===== src/rtl/seg_scan_ctrl_pkg.sv =====
// Shared types and constants for the seven-segment scan controller.
// Segment patterns are active-low with the dp bit set (dp off).
package seg_pkg;

    localparam logic [7:0] SEG_OFF = 8'hFF;
    localparam logic [3:0] AN_OFF  = 4'hF;

    // Index 0 is the rightmost element of the concatenation.
    localparam logic [15:0][7:0] HEX_SEG = {
        8'h8E, 8'h86, 8'hA1, 8'hC6, 8'h83, 8'h88, 8'h90, 8'h80,
        8'hF8, 8'h82, 8'h92, 8'h99, 8'hB0, 8'hA4, 8'hF9, 8'hC0
    };

    typedef struct packed {
        logic       blank;
        logic       dp;
        logic [3:0] value;
    } digit_t;

    localparam digit_t DIGIT_RST = '{blank: 1'b1, dp: 1'b0, value: 4'h0};

    typedef enum logic {
        PH_GUARD,
        PH_DRIVE
    } phase_t;

endpackage


===== src/rtl/seg_scan_ctrl_if.sv =====
// Digit write port: valid/ready handshake carrying one shadow-register update.
interface seg_scan_ctrl_if;

    logic       wr_valid;
    logic       wr_ready;
    logic [1:0] wr_digit;
    logic [3:0] wr_value;
    logic       wr_dp;
    logic       wr_blank;

    modport master (
        output wr_valid, wr_digit, wr_value, wr_dp, wr_blank,
        input  wr_ready
    );

    modport slave (
        input  wr_valid, wr_digit, wr_value, wr_dp, wr_blank,
        output wr_ready
    );

endinterface


===== src/rtl/seg_hex_decode.sv =====
// Combinational nibble/dp/blank to active-low segment pattern.
module seg_hex_decode
    import seg_pkg::*;
(
    input  logic [3:0] value,
    input  logic       dp,
    input  logic       blank,
    output logic [7:0] seg
);

    always_comb begin
        seg = SEG_OFF;
        if (!blank) begin
            seg    = HEX_SEG[value];
            seg[7] = ~dp;
        end
    end

endmodule


===== src/rtl/seg_scan_ctrl.sv =====
// Four-digit seven-segment scan controller with blanking guard per slot
// and shadow/active digit sets swapped atomically at frame wrap.
module seg_scan_ctrl
    import seg_pkg::*;
#(
    parameter int REFRESH_DIV = 50000,
    parameter int GUARD       = 500
) (
    input  logic             system1000,
    input  logic             system1000_rst,
    seg_scan_ctrl_if.slave   wr,
    input  logic             commit,
    output logic             frame_done,
    output logic [3:0]       an,
    output logic [7:0]       seg
);

    localparam int CW = (REFRESH_DIV > 2) ? $clog2(REFRESH_DIV) : 1;

    logic [CW-1:0]   cnt, cnt_nxt;
    logic [1:0]      slot, slot_nxt;
    logic            pending, pending_nxt;
    digit_t [3:0]    shadow, shadow_nxt;
    digit_t [3:0]    active, active_nxt;
    logic [3:0]      an_nxt;
    logic [7:0]      seg_nxt, dec_seg;
    logic            frame_done_nxt;
    logic            cnt_wrap, frame_wrap, wr_fire, swap;
    phase_t          phase;

    assign wr.wr_ready = !pending;

    seg_hex_decode u_dec (
        .value (active[slot].value),
        .dp    (active[slot].dp),
        .blank (active[slot].blank),
        .seg   (dec_seg)
    );

    always_comb begin
        phase      = (cnt < CW'(GUARD)) ? PH_GUARD : PH_DRIVE;
        cnt_wrap   = (cnt == CW'(REFRESH_DIV - 1));
        frame_wrap = cnt_wrap && (slot == 2'd3);
        wr_fire    = wr.wr_valid && !pending;
        swap       = frame_wrap && (pending || commit);

        cnt_nxt  = cnt_wrap ? '0 : cnt + CW'(1);
        slot_nxt = cnt_wrap ? slot + 2'd1 : slot;

        // The swap copies shadow_nxt so a same-cycle write lands in the committed frame.
        shadow_nxt = shadow;
        if (wr_fire) begin
            shadow_nxt[wr.wr_digit] = '{blank: wr.wr_blank, dp: wr.wr_dp, value: wr.wr_value};
        end
        active_nxt = swap ? shadow_nxt : active;

        pending_nxt = pending;
        if (swap) begin
            pending_nxt = 1'b0;
        end else if (commit) begin
            pending_nxt = 1'b1;
        end
        frame_done_nxt = swap;

        an_nxt  = AN_OFF;
        seg_nxt = SEG_OFF;
        if (phase == PH_DRIVE) begin
            an_nxt  = ~(4'b0001 << slot);
            seg_nxt = dec_seg;
        end
    end

    always_ff @(posedge system1000) begin
        if (system1000_rst) begin
            cnt        <= '0;
            slot       <= '0;
            pending    <= 1'b0;
            shadow     <= {4{DIGIT_RST}};
            active     <= {4{DIGIT_RST}};
            an         <= AN_OFF;
            seg        <= SEG_OFF;
            frame_done <= 1'b0;
        end else begin
            cnt        <= cnt_nxt;
            slot       <= slot_nxt;
            pending    <= pending_nxt;
            shadow     <= shadow_nxt;
            active     <= active_nxt;
            an         <= an_nxt;
            seg        <= seg_nxt;
            frame_done <= frame_done_nxt;
        end
    end

endmodule


===== src/flat_wrapper.sv =====
// flat-port wrapper written by rule: the top's interface ports become plain ports
module seg_scan_ctrl_flat import seg_pkg::*;
#(
    parameter int REFRESH_DIV = 50000,
    parameter int GUARD       = 500
)
  (system1000, system1000_rst, commit, frame_done, an, seg, wr_wr_valid, wr_wr_digit, wr_wr_value, wr_wr_dp, wr_wr_blank, wr_wr_ready);
  seg_scan_ctrl_if wr_i ();
  input  logic system1000;
  input  logic system1000_rst;
  input  logic commit;
  output logic frame_done;
  output logic [3:0] an;
  output logic [7:0] seg;
  input wire logic [$bits(wr_i.wr_valid)-1:0] wr_wr_valid;
  input wire logic [$bits(wr_i.wr_digit)-1:0] wr_wr_digit;
  input wire logic [$bits(wr_i.wr_value)-1:0] wr_wr_value;
  input wire logic [$bits(wr_i.wr_dp)-1:0] wr_wr_dp;
  input wire logic [$bits(wr_i.wr_blank)-1:0] wr_wr_blank;
  output wire logic [$bits(wr_i.wr_ready)-1:0] wr_wr_ready;
  assign wr_i.wr_valid = wr_wr_valid;
  assign wr_i.wr_digit = wr_wr_digit;
  assign wr_i.wr_value = wr_wr_value;
  assign wr_i.wr_dp = wr_wr_dp;
  assign wr_i.wr_blank = wr_wr_blank;
  assign wr_wr_ready = wr_i.wr_ready;
  seg_scan_ctrl #(.REFRESH_DIV(REFRESH_DIV), .GUARD(GUARD)) u_core (.system1000(system1000), .system1000_rst(system1000_rst), .wr(wr_i), .commit(commit), .frame_done(frame_done), .an(an), .seg(seg));
endmodule

===== config.mk =====
export PLATFORM = sky130hd
export DESIGN_NAME = seg_scan_ctrl_flat
export DESIGN_NICKNAME = d
export VERILOG_FILES = /design/src/rtl/seg_scan_ctrl_pkg.sv /design/src/rtl/seg_scan_ctrl_if.sv /design/src/rtl/seg_hex_decode.sv /design/src/rtl/seg_scan_ctrl.sv /design/src/flat_wrapper.sv
export SDC_FILE = /design/constraint.sdc
export NUM_CORES = 1
export LEC_CHECK = 0
export CAP_MARGIN = 20
export CORE_MARGIN = 3
export CORE_UTILIZATION = 52
export DETAILED_ROUTE_END_ITERATION = 8
export PLACE_DENSITY = 0.73
export SYNTH_ARGS = -nofsm -noshare
export SYNTH_HDL_FRONTEND = slang
export SYNTH_SLANG_ARGS = --single-unit

===== constraint.sdc =====
create_clock -name system1000 -period 1.8 [get_ports system1000]
set_clock_uncertainty 0.05 [all_clocks]
set_input_delay 0.54 -clock system1000 [delete_from_list [all_inputs] [get_ports system1000]]
set_output_delay 0.54 -clock system1000 [all_outputs]
set_load 0.01 [all_outputs]

## Word-level counts from Yosys, hierarchy flattened

Memories as Yosys holds them, arrays and structs flattened. A register that Yosys moved wholly into a read port is not among the register bits.
Cells that the tools add are included.
Widths: inputs -> output; s select.

| storage, ports and cells | value |
|---|---|
| bits in registers | 80 |
| memory bits (read-only) | 128 |
| input bits | 12 |
| logic and storage cells | 60 |
| memories | 1 |

| cells by class | value |
|---|---|
| add/sub/neg operators | 2 |
| $lt $le $gt $ge | 5 |
| eq/ne operators | 2 |
| shifts and indexed selects | 1 |
| muxes and demuxes | 7 |
| bitwise logic cells | 2 |
| reductions and logical operators | 10 |

Memory list:

| name | words | bits a word | read ports | clocked after Yosys merged registers in | wr ports | RTL line | text |
|---|---|---|---|---|---|---|---|
| (name not given) | 16 | 8 | 1 | 1 | 0 | seg_hex_decode.sv:14 | `seg = HEX_SEG[value];` |

Operator list:

| operator | number |
|---|---|
| $bwmux 24 | 1 |
| $mux 24 | 1 |
| $add 16x1->16 const B | 1 |
| $eq 16x16->1 const B | 1 |
| $lt 16x9->1 const B | 1 |
| $bmux 6 s2 | 1 |
| $demux 6 s2 | 1 |
| $mux 6 | 2 |
| $mux 7 | 1 |
| $lt 2x3->1 const B | 2 |
| $reduce_or 2->1 | 3 |
| $lt 4x5->1 const B | 1 |
| $logic_and 1x1->1 | 4 |
| $not 4->4 | 1 |
| $shl 1x2->4 const A | 1 |
| $reduce_or 3->1 | 1 |
| $add 2x1->2 const B | 1 |
| $eq 2x2->1 const B | 1 |
| $ge 2x1->1 const B | 1 |
| $logic_not 1->1 | 1 |
| $logic_or 1x1->1 | 1 |
| $not 1->1 | 1 |

## Logic depth before layout (Yosys ltp)

| logic depth | value |
|---|---|
| depth after elaboration | 6 |
| gate-level depth with buffers | 8 |
| gate-level depth less buffers | 7 |

## Hierarchy

From an unflattened synthesis, not the netlist that was laid out.

| second synthesis, totals | value |
|---|---|
| cells, all modules | 345 |
| area total of the unflattened synthesis | 3555.9 um^2 |

By module, submodules not included:

| module | instances | cells an instance | area an instance (um^2) | seq. area each (um^2) |
|---|---|---|---|---|
| seg_scan_ctrl | 1 | 309 | 3253.1 | 1601.5 |
| seg_hex_decode | 1 | 36 | 302.8 | 0.0 |

## Worst setup path after synthesis

No wires, ideal clock.

| timing path | value |
|---|---|
| path type | register to register |
| start | reg u_core.slot[0] |
| end | reg u_core.seg[0] |
| setup time | 0.125 ns |
| arrival time | 1.753 ns |
| required time | 1.625 ns |
| slack | -0.128 ns |
| stages on the path, launching flop included | 8 |
| buffers on the path | 1 |
| cell sequence | dfxtp_1 > buf_6 > mux4_2 > ha_1 > nor3_1 > a311oi_1 > a21oi_1 > o21ai_0 |

| on the way | value |
|---|---|
| longest elaborated chain between the ends | 3 |

RTL lines:

| item | RTL line | text |
|---|---|---|
| start: declaration | seg_scan_ctrl.sv:21 | `logic [1:0] slot, slot_nxt;` |
| start signal: assignment | seg_scan_ctrl.sv:85 | `slot <= slot_nxt;` |
| $bmux 6 s2 (*) | seg_scan_ctrl.sv:34, seg_scan_ctrl.sv:36 |  |
| $mux 6 (not written as such) (*) | seg_scan_ctrl.sv:36 | `.blank (active[slot].blank),` |
| $reduce_or 3->1 (no source line) | -- |  |
| end: declaration | seg_scan_ctrl.sv:15 | `output logic [7:0] seg` |

Every way passes the cells marked *; elsewhere a longest branch is shown, timed or not. The select of a mux whose other input is x is not followed.
A chain may end at the register's enable or synchronous reset.

## Worst setup path after layout

Ends and elaborated chain as after synthesis.

==> out/qor.txt <==
SYNTHESIS
-----------------------------------------------------------------------------------------
Synth Net Count                                                                       332
Dominant cell by count in the synthesized netlist                            sky130_fd_sc_hd__dfxtp_1
Area share of the leading cell type in the synthesized netlist                      47.9%
Library cell with the largest summed area after synthesis                    sky130_fd_sc_hd__dfxtp_1
Post-synthesis instance area                                                    3340 um^2
Synth top cells by count                                                     80 x sky130_fd_sc_hd__dfxtp_1, 48 x sky130_fd_sc_hd__nor2_1, 31 x sky130_fd_sc_hd__mux2i_1
Synthesized instance count                                                            309
Number of enable flip-flop cells after synthesis                                        0
Main area contributors after synthesis                                       sky130_fd_sc_hd__dfxtp_1 48%, sky130_fd_sc_hd__mux2i_1 9.3%, sky130_fd_sc_hd__nor2_1 5.4%
Most used flip-flop cell after synthesis                                     sky130_fd_sc_hd__dfxtp_1
Synth unique cells                                                                     47
Synthesized area per cell                                                       10.8 um^2
Count of state elements after synthesis                                                80
Number of warnings reported in the yosys synthesis log                                  0
Post-synthesis sequential area ratio                                                47.9%
Proportion of register bits with asynchronous set or reset after synthesis             0%

TIMING
-----------------------------------------------------------------------------------------
Unrepaired setup endpoints after global routing                                       yes
Transition time at the pin with the least slew margin                            0.306 ns
Final critical-path required period                                               1.84 ns
Sum Neg Setup Slack                                                             -0.181 ns
Worst-case headroom to the max-slew limit                                           79.2%
Period Utilization, post-route                                                       102%
Final count of pins violating max slew                                                  0
PnR worst setup slack                                                          -0.0449 ns
Upper clock frequency limit                                                       542 MHz
Final Hold Vio Count                                                                    0
Final number of setup-violating endpoints                                               6

FLOORPLAN
-----------------------------------------------------------------------------------------
Starting utilization of the core area                                               55.1%
Die Y-Extent                                                                      86.2 um
Std-Cell Core Area                                                              6060 um^2
Number of placement rows                                                               28
Count of pins on the block boundary                                                    26
Die area                                                                        7420 um^2
Horiz. Die Dim                                                                    86.2 um

POWER
-----------------------------------------------------------------------------------------
Power Internal                                                                    2.53 mW
Share of power burned in combinational logic                                         5.0%
Overall power after layout                                                        3.34 mW
Power share of the clock group                                                      41.0%
Leakage power                                                                     1.60 nW
Largest vdd supply drop                                                          0.673 mV
Power density over the cells                                                  779 nW/um^2
Portion of total power attributed to sequential cells                               54.0%
Net switching power of the design                                                0.810 mW
Sw Share                                                                            24.3%

CRITICAL PATH
-----------------------------------------------------------------------------------------
Crit Path Class                                                                   reg2reg
Data arrival time at the worst-slack endpoint                                     2.09 ns
Peak fanout along the critical path                                                     4
Element type at the critical path end                                            register
Worst Path Required                                                               2.05 ns
Sort of element at the start of the critical path                                register

CTS
-----------------------------------------------------------------------------------------
Clk sinks                                                                              80
Clk_lat worst skew                                                                0.36 ns
Clock root buffer                                                            sky130_fd_sc_hd__clkbuf_8
Register clock-pin slew on the reported worst setup and hold paths                0.09 ns
CTS buffer count                                                                        9
H-Tree Level Count                                                                      3
Clock tree from TritonCTS                                                            done
Clock Path Buffers                                                                      2

LAYOUT
-----------------------------------------------------------------------------------------
Non-filler cells, final                                                               450
Area added between synthesis and finish                                             28.2%
Nets                                                                                  393
Utilization after layout                                                            70.7%
Non-Filler Cell Area, Final                                                     4280 um^2
Register area                                                                   1610 um^2
Total inserted antenna cells                                                            0
Fill cell total of the finished layout                                                457
Area of the multi-input gates                                                   1770 um^2
Proportion of layout cells with a drive suffix above 1                              27.5%

GRT
-----------------------------------------------------------------------------------------
Total global routing overflow                                                           0
Pin count of the biggest net entering global routing                                   22
First-pass GRT wire length                                                       11400 um
Number of global-route vias before repair                                            2402
Number of antenna violations at the first check in global routing                       0
Gr usage total                                                                      20.2%

JOB
-----------------------------------------------------------------------------------------
Number of max-cap violations                                                            0

DETAILED ROUTING
-----------------------------------------------------------------------------------------
First-pass DRT Iterations                                                               4
Violation count after the first detailed-routing iteration                             83
Via density per instance                                                             5.39
Via count                                                                            2425
Post-detailed-route wirelength per cell                                           15.5 um
# DRC                                                                                   0
Post-DRT Antenna Nets                                                                   0
Wirelength, routed                                                                6970 um

PLACED DESIGN
-----------------------------------------------------------------------------------------
Placed Cells                                                                          433
Post-placement cell area                                                        3910 um^2
Placer Congestion                                                                   0.728
Half-perimeter wire length after detailed placement                               4760 um
I/O Buffers                                                                            25

STATUS
-----------------------------------------------------------------------------------------
Result of the run                                                            complete, but fails checks
Violations in the final reports                                              negative setup slack

HOLD PATH
-----------------------------------------------------------------------------------------
Class of the worst hold path                                                      reg2reg

## cells by family after synthesis
group / after synthesis / share of synthesized area [%]
xor gates and xnor gates: 17 / 4.46
muxes: 37 / 12.7
AOI/OAI and AO/OA: 41 / 10.6
DFF: 80 / 47.9
and+or+nand+nor: 99 / 16.0
buffers and inverters: 24 / 4.23
adders and majority gates: 11 / 4.12
## per-layer routing
layer / wire [um] / GRT usage, %
met4: 132 / 8.63
met5: 0 / 0
met2: 3320 / 32.2
met1: 3210 / 25.5
met3: 305 / 5.67
## per-stage QoR
step                worst slack [ns]  hold slack, ns
finish                       -0.0449           0.422
global route                  -0.156           0.438
CTS                          -0.0244           0.422
detailed placement            -0.384           0.398
global placement              -0.325           0.391
floorplan                    -0.0593           0.377
## cell type report
class | count | share of cell area [%]
clock buffers | 9 | 2.89
clock inverters | 7 | 1.84
inverters | 10 | 0.876
multi-input cells | 205 | 41.4
flip-flops and latches | 80 | 37.6
well taps | 75 | 2.19
repair buffers | 64 | 13.2
## power groups by stage
stage	clock [mW]	combinational, mW	sequential, mW
after floorplan	0	0.0887	1.84
after global placement	0	0.160	1.84
after detailed placement	0	0.162	1.84
after CTS	1.39	0.164	1.80
after global routing	1.46	0.182	1.80
final	1.37	0.167	1.80
## final timing paths
path | startpoint | cells past startpoint | endpoint | slack, ns
worst max-delay path | u_core.slot[0]$_SDFFE_PP0P_ | 7 | u_core.seg[0]$_SDFF_PP1_ | -0.04
worst min-delay path | u_core.active[22]$_SDFFE_PP0P_ | 1 | u_core.active[22]$_SDFFE_PP0P_ | 0.42
worst max register to register | u_core.slot[0]$_SDFFE_PP0P_ | 7 | u_core.seg[0]$_SDFF_PP1_ | -0.04
worst min register to register | u_core.active[22]$_SDFFE_PP0P_ | 1 | u_core.active[22]$_SDFFE_PP0P_ | 0.42
## what timing repair did
| item | in CTS | in global routing |
|---|---|---|
| setup endpoints to repair | 21 | 41 |
| setup buffers | 1 | 0 |
| hold buffers | 0 | 0 |
| pin swaps | 3 | 7 |
| resized for setup | 24 | 28 |
## registers in the layout (all words and copies together), names as in the netlist
| name | flops |
|---|---|
| u_core.frame_done | 1 |
| u_core.active | 24 |
| u_core.cnt | 16 |
| u_core.shadow | 24 |
| u_core.pending | 1 |
| u_core.slot | 2 |
| u_core.an | 4 |
| u_core.seg | 8 |
## cells in the final DEF (no fill, tap or decap), types with 3 or more instances in the layout
master	count
sky130_fd_sc_hd__dfxtp_1	76
sky130_fd_sc_hd__nor2_1	47
sky130_fd_sc_hd__buf_4	35
sky130_fd_sc_hd__mux2i_1	25
sky130_fd_sc_hd__o2bb2ai_1	20
sky130_fd_sc_hd__nand2_1	14
sky130_fd_sc_hd__dlygate4sd2_1	13
sky130_fd_sc_hd__xnor2_1	10
sky130_fd_sc_hd__clkbuf_8	9
sky130_fd_sc_hd__clkdlybuf4s50_1	9
sky130_fd_sc_hd__inv_1	7
sky130_fd_sc_hd__xor2_1	7
sky130_fd_sc_hd__nand2b_1	5
sky130_fd_sc_hd__and3_1	5
sky130_fd_sc_hd__ha_1	5
sky130_fd_sc_hd__mux4_2	4
sky130_fd_sc_hd__mux2i_2	4
sky130_fd_sc_hd__nand3_1	4
sky130_fd_sc_hd__ha_4	4
sky130_fd_sc_hd__inv_2	3
sky130_fd_sc_hd__nand4_1	3
sky130_fd_sc_hd__a21oi_1	3
sky130_fd_sc_hd__a2bb2oi_1	3
sky130_fd_sc_hd__clkinvlp_4	3
sky130_fd_sc_hd__dlymetal6s2s_1	3
sky130_fd_sc_hd__dfxtp_2	3
## critical path, cell delays in order (launching register included)
cell,delay [ns]
sky130_fd_sc_hd__dfxtp_4,0.38
sky130_fd_sc_hd__mux4_2,0.62
sky130_fd_sc_hd__inv_2,0.13
sky130_fd_sc_hd__ha_4,0.15
sky130_fd_sc_hd__inv_2,0.04
sky130_fd_sc_hd__a311oi_2,0.22
sky130_fd_sc_hd__a21oi_1,0.06
sky130_fd_sc_hd__o21ai_1,0.14
Power figures use the tool's default switching activity.
